$ cat src/rtl/avg_unpooling_layer.sv
// avg_unpooling_layer
// Backward end of a 2x2 average pool: each signed pooled sample is scaled by
// 2**-SHIFT and replicated into its 2x2 window, producing a raster-order
// (2*IN_H) x (2*IN_W) output stream with a one-entry output register.
// Pooled row r is expanded twice: ROW_A takes new samples and stores them in a
// line buffer, ROW_B replays the line buffer for the second output row.
module avg_unpooling_layer #(
    parameter int IN_W   = 14,
    parameter int IN_H   = 14,
    parameter int DATA_W = 16,
    parameter int SHIFT  = 2
) (
    input  logic                     clk,
    input  logic                     reset,
    input  logic                     enable,
    input  logic                     in_valid,
    output logic                     in_ready,
    input  logic signed [DATA_W-1:0] in_data,
    output logic                     out_valid,
    input  logic                     out_ready,
    output logic signed [DATA_W-1:0] out_data,
    output logic                     out_last,
    output logic                     finished
);

    localparam int COL_W = (IN_W > 1) ? $clog2(IN_W) : 1;
    localparam int ROW_W = (IN_H > 1) ? $clog2(IN_H) : 1;
    localparam logic [COL_W-1:0] COL_MAX = COL_W'(IN_W - 1);
    localparam logic [ROW_W-1:0] ROW_MAX = ROW_W'(IN_H - 1);

    typedef enum logic [1:0] {
        ST_IDLE  = 2'd0,
        ST_ROW_A = 2'd1,
        ST_ROW_B = 2'd2,
        ST_DONE  = 2'd3
    } state_t;

    state_t                     state_q;
    logic [ROW_W-1:0]           row_q;
    logic [COL_W-1:0]           col_q;
    logic                       dup_q;
    logic                       out_valid_q;
    logic signed [DATA_W-1:0]   out_data_q;
    logic                       out_last_q;
    logic                       finished_q;

    // Scaled samples of the pooled row currently being expanded (not reset).
    logic signed [DATA_W-1:0]   line_buf_q [IN_W];

    logic                       slot_free_s;
    logic                       step_s;
    logic                       in_ready_s;
    logic                       accept_s;
    logic                       col_last_s;
    logic                       row_last_s;
    logic signed [DATA_W-1:0]   scaled_s;
    logic signed [DATA_W-1:0]   buf_rd_s;
    logic [COL_W-1:0]           col_d;
    logic [ROW_W-1:0]           row_d;

    // Handshake qualifiers, scaling and counter next values.
    always_comb begin
        slot_free_s = !out_valid_q || out_ready;
        step_s      = enable && slot_free_s;
        if ((state_q == ST_ROW_A) && !dup_q) begin
            in_ready_s = step_s;
        end else begin
            in_ready_s = 1'b0;
        end
        accept_s   = in_ready_s && in_valid;
        // Arithmetic shift keeps the sign and rounds toward minus infinity.
        scaled_s   = in_data >>> SHIFT;
        buf_rd_s   = line_buf_q[col_q];
        col_last_s = (col_q == COL_MAX);
        row_last_s = (row_q == ROW_MAX);
        if (col_last_s) begin
            col_d = {COL_W{1'b0}};
        end else begin
            col_d = col_q + COL_W'(1);
        end
        if (row_last_s) begin
            row_d = {ROW_W{1'b0}};
        end else begin
            row_d = row_q + ROW_W'(1);
        end
    end

    // Capture each accepted scaled sample for replay on the second output row.
    always_ff @(posedge clk) begin
        if (accept_s) begin
            line_buf_q[col_q] <= scaled_s;
        end
    end

    // Frame sequencer with the output register; a load overrides a retire.
    always_ff @(posedge clk or posedge reset) begin
        if (reset) begin
            state_q     <= ST_IDLE;
            row_q       <= {ROW_W{1'b0}};
            col_q       <= {COL_W{1'b0}};
            dup_q       <= 1'b0;
            out_valid_q <= 1'b0;
            out_data_q  <= {DATA_W{1'b0}};
            out_last_q  <= 1'b0;
            finished_q  <= 1'b0;
        end else begin
            if (out_valid_q && out_ready) begin
                out_valid_q <= 1'b0;
                out_last_q  <= 1'b0;
            end
            case (state_q)
                ST_IDLE: begin
                    finished_q <= 1'b0;
                    if (enable) begin
                        state_q <= ST_ROW_A;
                        row_q   <= {ROW_W{1'b0}};
                        col_q   <= {COL_W{1'b0}};
                        dup_q   <= 1'b0;
                    end
                end
                ST_ROW_A: begin
                    if (accept_s) begin
                        out_data_q  <= scaled_s;
                        out_valid_q <= 1'b1;
                        out_last_q  <= 1'b0;
                        dup_q       <= 1'b1;
                    end else if (dup_q && step_s) begin
                        // Second copy of the sample is read back from the buffer.
                        out_data_q  <= buf_rd_s;
                        out_valid_q <= 1'b1;
                        out_last_q  <= 1'b0;
                        dup_q       <= 1'b0;
                        col_q       <= col_d;
                        if (col_last_s) begin
                            state_q <= ST_ROW_B;
                        end
                    end
                end
                ST_ROW_B: begin
                    if (step_s) begin
                        out_data_q  <= buf_rd_s;
                        out_valid_q <= 1'b1;
                        out_last_q  <= dup_q && col_last_s && row_last_s;
                        dup_q       <= !dup_q;
                        if (dup_q) begin
                            col_q <= col_d;
                            if (col_last_s) begin
                                row_q <= row_d;
                                if (row_last_s) begin
                                    state_q    <= ST_DONE;
                                    finished_q <= 1'b1;
                                end else begin
                                    state_q <= ST_ROW_A;
                                end
                            end
                        end
                    end
                end
                ST_DONE: begin
                    finished_q <= 1'b1;
                    if (!enable) begin
                        state_q    <= ST_IDLE;
                        finished_q <= 1'b0;
                    end
                end
                default: begin
                    state_q    <= ST_IDLE;
                    finished_q <= 1'b0;
                end
            endcase
        end
    end

    assign in_ready  = in_ready_s;
    assign out_valid = out_valid_q;
    assign out_data  = out_data_q;
    assign out_last  = out_last_q;
    assign finished  = finished_q;

endmodule

$ cat config.mk
export PLATFORM = sky130hd
export DESIGN_NAME = avg_unpooling_layer
export DESIGN_NICKNAME = d
export VERILOG_FILES = /design/src/rtl/avg_unpooling_layer.sv
export SDC_FILE = /design/constraint.sdc
export NUM_CORES = 1
export LEC_CHECK = 0
export CAP_MARGIN = 10
export CORE_ASPECT_RATIO = 1.2
export CORE_MARGIN = 2
export CORE_UTILIZATION = 35
export DETAILED_ROUTE_END_ITERATION = 7
export GPL_TIMING_DRIVEN = 0
export PLACE_DENSITY = 0.6
export SLEW_MARGIN = 20
export SYNTH_ARGS = -nofsm -noshare
export SYNTH_HDL_FRONTEND = slang
export SYNTH_SLANG_ARGS = --single-unit
$ cat constraint.sdc
create_clock -name clk -period 3.8 [get_ports clk]
set_input_delay 0.76 -clock clk [delete_from_list [all_inputs] [get_ports clk]]
set_output_delay 0.76 -clock clk [all_outputs]
set_load 0.01 [all_outputs]
==> impl_metrics.yaml, run 1 <==
synthesis:
  synth_compound_area_share_pct: 7.19
  synth_top_cell_area_share_pct: 63.8
  synthAdderAreaFrac_pct: 1.08
  synth_top_family_by_area: "multiplexers"
  yosysMostFrequentCell: "edfxtp_1"
  synth-xor-area-share_pct: 0
  synthTopCellsByCount: "edfxtp_1, mux2i_1, o22ai_1, nor2_1, nand2_1"
  yosysSeqAreaShare_pct: 71.4
  synth_area_leaders: "edfxtp_1, mux2i_1, dfrtp_1"
  yosys.area.top_type: "edfxtp_1"
  yosys.area_share.simple_pct: 6.85
  synth-edff-count: 196
  synth-seq-cells: 224
  mappedNetlistArea_sq_um: 9230
  synth-async-reset-ratio_pct: 12.5
  ys_warn_count: 0
  synth_nets: 630
  muxShareOfSynthArea_pct: 10.9
  netlist_instances: 601
  yosysUniqueCellTypes: 48
  syn_area_per_cell_sq_um: 15.4
  synth_flop_cell: "edfxtp_1"
timing:
  whs_ns: 0.498
  finalSetupViolCount: 0
  grt_setup_unrepaired: "false"
  fin_crit_ns: 3.56
  slew_violations: 0
  fmax_ghz: 0.281
  fin_skew_ns: 0.0177
  finalHoldViolCount: 0
  slew_headroom_pct: 39.9
  worst_pin_slew_ns: 0.900
  fin_crit_sh_pct: 93.6
routing:
  first_pass_iters: 5
  dr_total_vias: 5451
  antenna_left: 0
  routed_wl_mm: 22.1
  drcViolationCount: 0
  via_per_inst: 5.27
  wl_per_cell_um: 21.4
  first_iter_violations: 398
clock_network:
  tritoncts: "done"
  cts_root_buf: "clkbuf_16"
  clkTransAtPathRegs_ns: 0.06
  cts_setup_buffers: 0
  clock_path_buffers: 3
  cts_hold_buffers: 0
  cts_sinks: 224
  cts-resized-gates: 0
  numCtsBuffers: 24
  clock_latency_ns: 0.51
  htreeDepth: 1
global_routing:
  grt_pass1_wl_mm: 33.4
  grt_pass1_vias: 5585
  grt_antenna_before_repair: 1
  grt_max_degree: 29
  grt-ovfl-total: 0
  gr-usage-all-layers_pct: 15.8
die:
  die_area_sq_um: 27700
  core_sq_um: 26100
  core.rowCount: 65
  start_util_pct: 35.4
  die_w_um: 152
  die_h_um: 182
  io_pins: 41
setup_path:
  slowest_delay_ns: 0.68
  r2r_slack_ns: 0.47
  path_max_fanout: 6
  crit_required_ns: 3.04
  cp_data_arrival_time_ns: 2.80
  cp.depth: 5
  path_class: "reg -> out"
  crit_path_cell_trace: "inv_1, ha_1, nand2b_1, nor3_1, clkdlybuf4s50_1"
  start_kind: "register"
  reg2reg_depth: 9
  crit_buf_inv: 2
  slowest_stage: "clkdlybuf4s50_1"
  crit_family: "buffers and inverters"
  endpoint_kind: "output port"
layout:
  register_area_sq_um: 6590
  fin_nets: 711
  multi_input_area_sq_um: 2450
  utilization_pct: 42.4
  n_fill_cell: 2285
  diodes: 0
  drive_gt1_share_pct: 15.4
  syn2layout_area_growth_pct: 19.9
  final_cells: 1035
run_status:
  status: "complete, no violations"
pwr:
  leakagePower_nw: 3.81
  power_density_nw_per_um2: 674
  vdd_drop_max_v: 0.000302
place:
  dpl.cell_count: 991
  post-dp-hpwl_mm: 15.0
  gp_congestion: 0.851
  numPortBuffers: 38
min_path:
  holdPathStages: 2
  hp-class: "reg -> reg"
job:
  maxCapViolCount: 0
==> power breakdown <==
part | switching, W | internal (W) | leakage [nW] | total [W]
logic | 0.00125 | 0.000875 | 1.29 | 0.00213
registers | 0.0000890 | 0.00283 | 2.12 | 0.00292
clock network | 0.000935 | 0.00148 | 0.399 | 0.00241
==> kinds of logic (layout without fill, tap and decap cells) <==
logic type | Yosys count | after routing
mux | 98 | 98
buf+inv | 45 | 144
flops | 224 | 224
compound gates | 98 | 98
simple gates | 128 | 128
fa+ha+maj | 8 | 8
==> area by class of cell <==
type                       instances  area share, %
sequential                       224           59.5
multi-input combinational        332           22.2
clock buffer                      29           5.79
timing repair buffer              55           4.93
tap                              335           3.79
buffer                            36           1.87
clock inverter                    15           1.63
inverter                           9          0.305
==> worst reg2reg max path: cells and delay by family (launching register included) <==
family	cells	cell delay, ns
adder cells (fa/ha/maj)	1	0.29
AND/OR/NAND/NOR	4	1.43
flip-flops	1	0.41
buffers and inverters	4	0.87
==> layout by cell type, fill, tap and decap left out, drive strengths merged, types with 10 or more instances in the layout <==
| cell | n |
|---|---|
| inv | 10 |
| o22ai | 35 |
| o21ai | 17 |
| edfxtp | 196 |
| buf | 41 |
| o31ai | 15 |
| clkinv | 10 |
| mux2i | 95 |
| nand2 | 31 |
| nor3 | 19 |
| clkbuf | 41 |
| or2 | 11 |
| nor2 | 33 |
| nand3 | 10 |
| clkdlybuf4s50 | 38 |
| dfrtp | 28 |
==> worst paths after layout <==
path                            startpoint                end
worst min-delay path              out_last           out_last
worst max-delay path            state_q[1]           in_ready
worst max register to register  state_q[1]  line_buf_q[12][6]
max in group asynchronous            reset        out_data[0]
worst min register to register    out_last           out_last
min in group asynchronous            reset          out_valid
==> layer usage <==
layer	wire length [um]	track usage (%)	vias to the layer above	share of wire, %
li1	-	-	2485	-
met1	9220	19.6	2721	42
met2	10700	26.6	181	48
met3	1090	2.84	62	4.9
met4	1090	7.85	2	4.9
met5	14	0	-	0.063
==> metrics by stage <==
step / TNS (ns) / power (W) / setup slack (ns) / instance area [sq um]
after floorplan: 0 / 0.00432 / 0.502 / 9230
after detailed placement: 0 / 0.00510 / 0.136 / 10200
after CTS: 0 / 0.00750 / 0.297 / 11100
after global placement: -66.20 / 0.00504 / -1.46 / 10000
final: 0 / 0.00746 / 0.245 / 11100
after global routing: 0 / 0.00777 / 0.105 / 11100
==> sequential cells by signal, summed over array words and instances, names as in the netlist <==
register and count:
dup_q 1, out_data 14, line_buf_q 196, out_last 1, row_q 4, col_q 4
out_valid 1, state_q 2, finished 1
(Power assumes the default switching activity.)
==> run 2, diff against run 1 <==
- CORE_ASPECT_RATIO: 1.2 -> 1.5
==> impl_metrics.yaml, run 2 (synthesis gave the netlist of run 1 again) <==
run_status:
  status: "finished with violations"
  violations: "DRC"
global_routing:
  grt_pass1_vias: 5587
  grt_antenna_before_repair: 0
  grt_max_degree: 29
  grt-ovfl-total: 0
  gr-usage-all-layers_pct: 16.4
  grt_pass1_wl_mm: 33.5
min_path:
  hp-class: "reg -> reg"
timing:
  worst_slack_ns: 0.368
  worst_pin_slew_ns: 0.875
  slew_headroom_pct: 41.6
  fin_crit_sh_pct: 90.3
  finalHoldViolCount: 0
  finalSetupViolCount: 0
  fin_crit_ns: 3.43
  slew_violations: 0
  tns_ns: 0
  fin_skew_ns: 0.0119
  grt_setup_unrepaired: "false"
  fmax_ghz: 0.291
clock_network:
  tritoncts: "done"
  htreeDepth: 1
  cts_setup_buffers: 0
  clock_path_buffers: 3
  cts_root_buf: "clkbuf_16"
  cts_sinks: 224
  clkTransAtPathRegs_ns: 0.06
  numCtsBuffers: 22
  cts_hold_buffers: 0
  clock_latency_ns: 0.50
  cts-resized-gates: 0
die:
  die_w_um: 137
  start_util_pct: 35.7
  die_area_sq_um: 27700
  core.rowCount: 72
  die_h_um: 203
  io_pins: 41
  core_sq_um: 25900
layout:
  n_fill_cell: 2305
  fin_nets: 708
  diodes: 0
  final_common_cell: "edfxtp_1"
  drive_gt1_share_pct: 15.4
  final_cell_area_sq_um: 10900
  layout_common_cells: "edfxtp_1, mux2i_1, clkdlybuf4s50_1, o22ai_1, nand2_1"
  syn2layout_area_growth_pct: 18.4
  largest_reg_flops: 196
  top_register: "line_buf_q"
pwr:
  vdd_drop_max_v: 0.000282
  switching_share_pct: 31.5
  internal-power_w: 0.00489
  p_seq_share_pct: 40.9
  power_density_nw_per_um2: 653
  p_clk_share_pct: 29.2
  leakagePower_nw: 3.75
  p_sw_w: 0.00225
  pwr-share-comb_pct: 29.8
  finalPower_w: 0.00714
routing:
  first_iter_violations: 434
  drcViolationCount: 1
  first_pass_iters: 8
  dr_total_vias: 5460
  via_per_inst: 5.31
  routed_wl_mm: 22.4
  antenna_left: 0
  wl_per_cell_um: 21.8
place:
  place_area_sq_um: 10200
  numPortBuffers: 38
  post-dp-hpwl_mm: 15.5
  gp_congestion: 0.871
  dp_slack_ns: 0.242
setup_path:
  crit_buf_inv: 2
  crit_required_ns: 3.04
  crit_path_cell_trace: "inv_1, ha_1, nand2b_1, nor3_1, clkdlybuf4s50_1"
  crit_family: "buffers and inverters"
  cp_data_arrival_time_ns: 2.67
  start_kind: "register"
  endpoint_kind: "output port"
  slowest_delay_ns: 0.66
  path_class: "reg -> out"
  slowest_stage: "clkdlybuf4s50_1"
  path_max_fanout: 6
job:
  maxCapViolCount: 0
[run 2: changes by cell type in the layout (fill, tap and decap cells not counted), sizes merged]
| cell | previous run | this run |
|---|---|---|
| clkinvlp | 0 | 1 |
| inv | 10 | 11 |
| clkinv | 10 | 8 |
| bufinv | 4 | 1 |
| clkbuf | 41 | 40 |
| buf | 41 | 40 |
[run 2: tightest hold or removal path, delay by kind of cell, from the launching register on]
| kind | cells | cell delay [ns] |
|---|---|---|
| and+or+nand+nor | 2 | 0.12 |
| DFF | 1 | 0.34 |
[run 2: per-stage QoR]
step,std cells,hold WS [ns],utilization [%]
after detailed placement,988,0.488,39.6
after global placement,972,0.471,38.8
after CTS,1028,0.502,42.3
final,1028,0.497,42.3
after global routing,1028,0.536,42.3
after floorplan,601,0.502,-
[run 2: metal layers]
| layer | vias up | global-route usage [%] | part of all wire, % |
|---|---|---|---|
| li1 | 2474 | - | - |
| met1 | 2724 | 19.1 | 38 |
| met2 | 204 | 29.3 | 52 |
| met3 | 58 | 2.32 | 5.2 |
| met4 | 0 | 7.48 | 4.7 |
| met5 | - | 0 | 0 |
[run 2: path summary, 6_finish.rpt]
path	startpoint	to	slack, ns	cells after the start
worst max-delay path	state_q[1]	in_ready	0.37	5
worst min-delay path	out_last	out_last	0.50	2
worst max register to register	state_q[1]	line_buf_q[0][1]	0.62	7
worst min register to register	out_last	out_last	0.50	2
max in group asynchronous	reset	out_data[0]	2.70	2
min in group asynchronous	reset	row_q[0]	0.67	2
[run 2: final cells by class]
cell class	instances	area (sq um)	area share, %
clock buffers	28	594	5.44
inverters	9	33.8	0.309
clock inverters	12	92.6	0.847
multi-input cells	332	2450	22.4
plain buffers	36	206	1.89
flip-flops and latches	224	6590	60.3
well taps	333	417	3.81
repair buffers	54	547	5.00
[run 2: power by group through the flow]
stage | Combinational, W | Sequential, W | Clock [W]
floorplan | 0.00134 | 0.00298 | 0
global placement | 0.00206 | 0.00297 | 0
detailed placement | 0.00214 | 0.00298 | 0
CTS | 0.00214 | 0.00293 | 0.00212
global route | 0.00229 | 0.00294 | 0.00220
finish | 0.00213 | 0.00292 | 0.00209
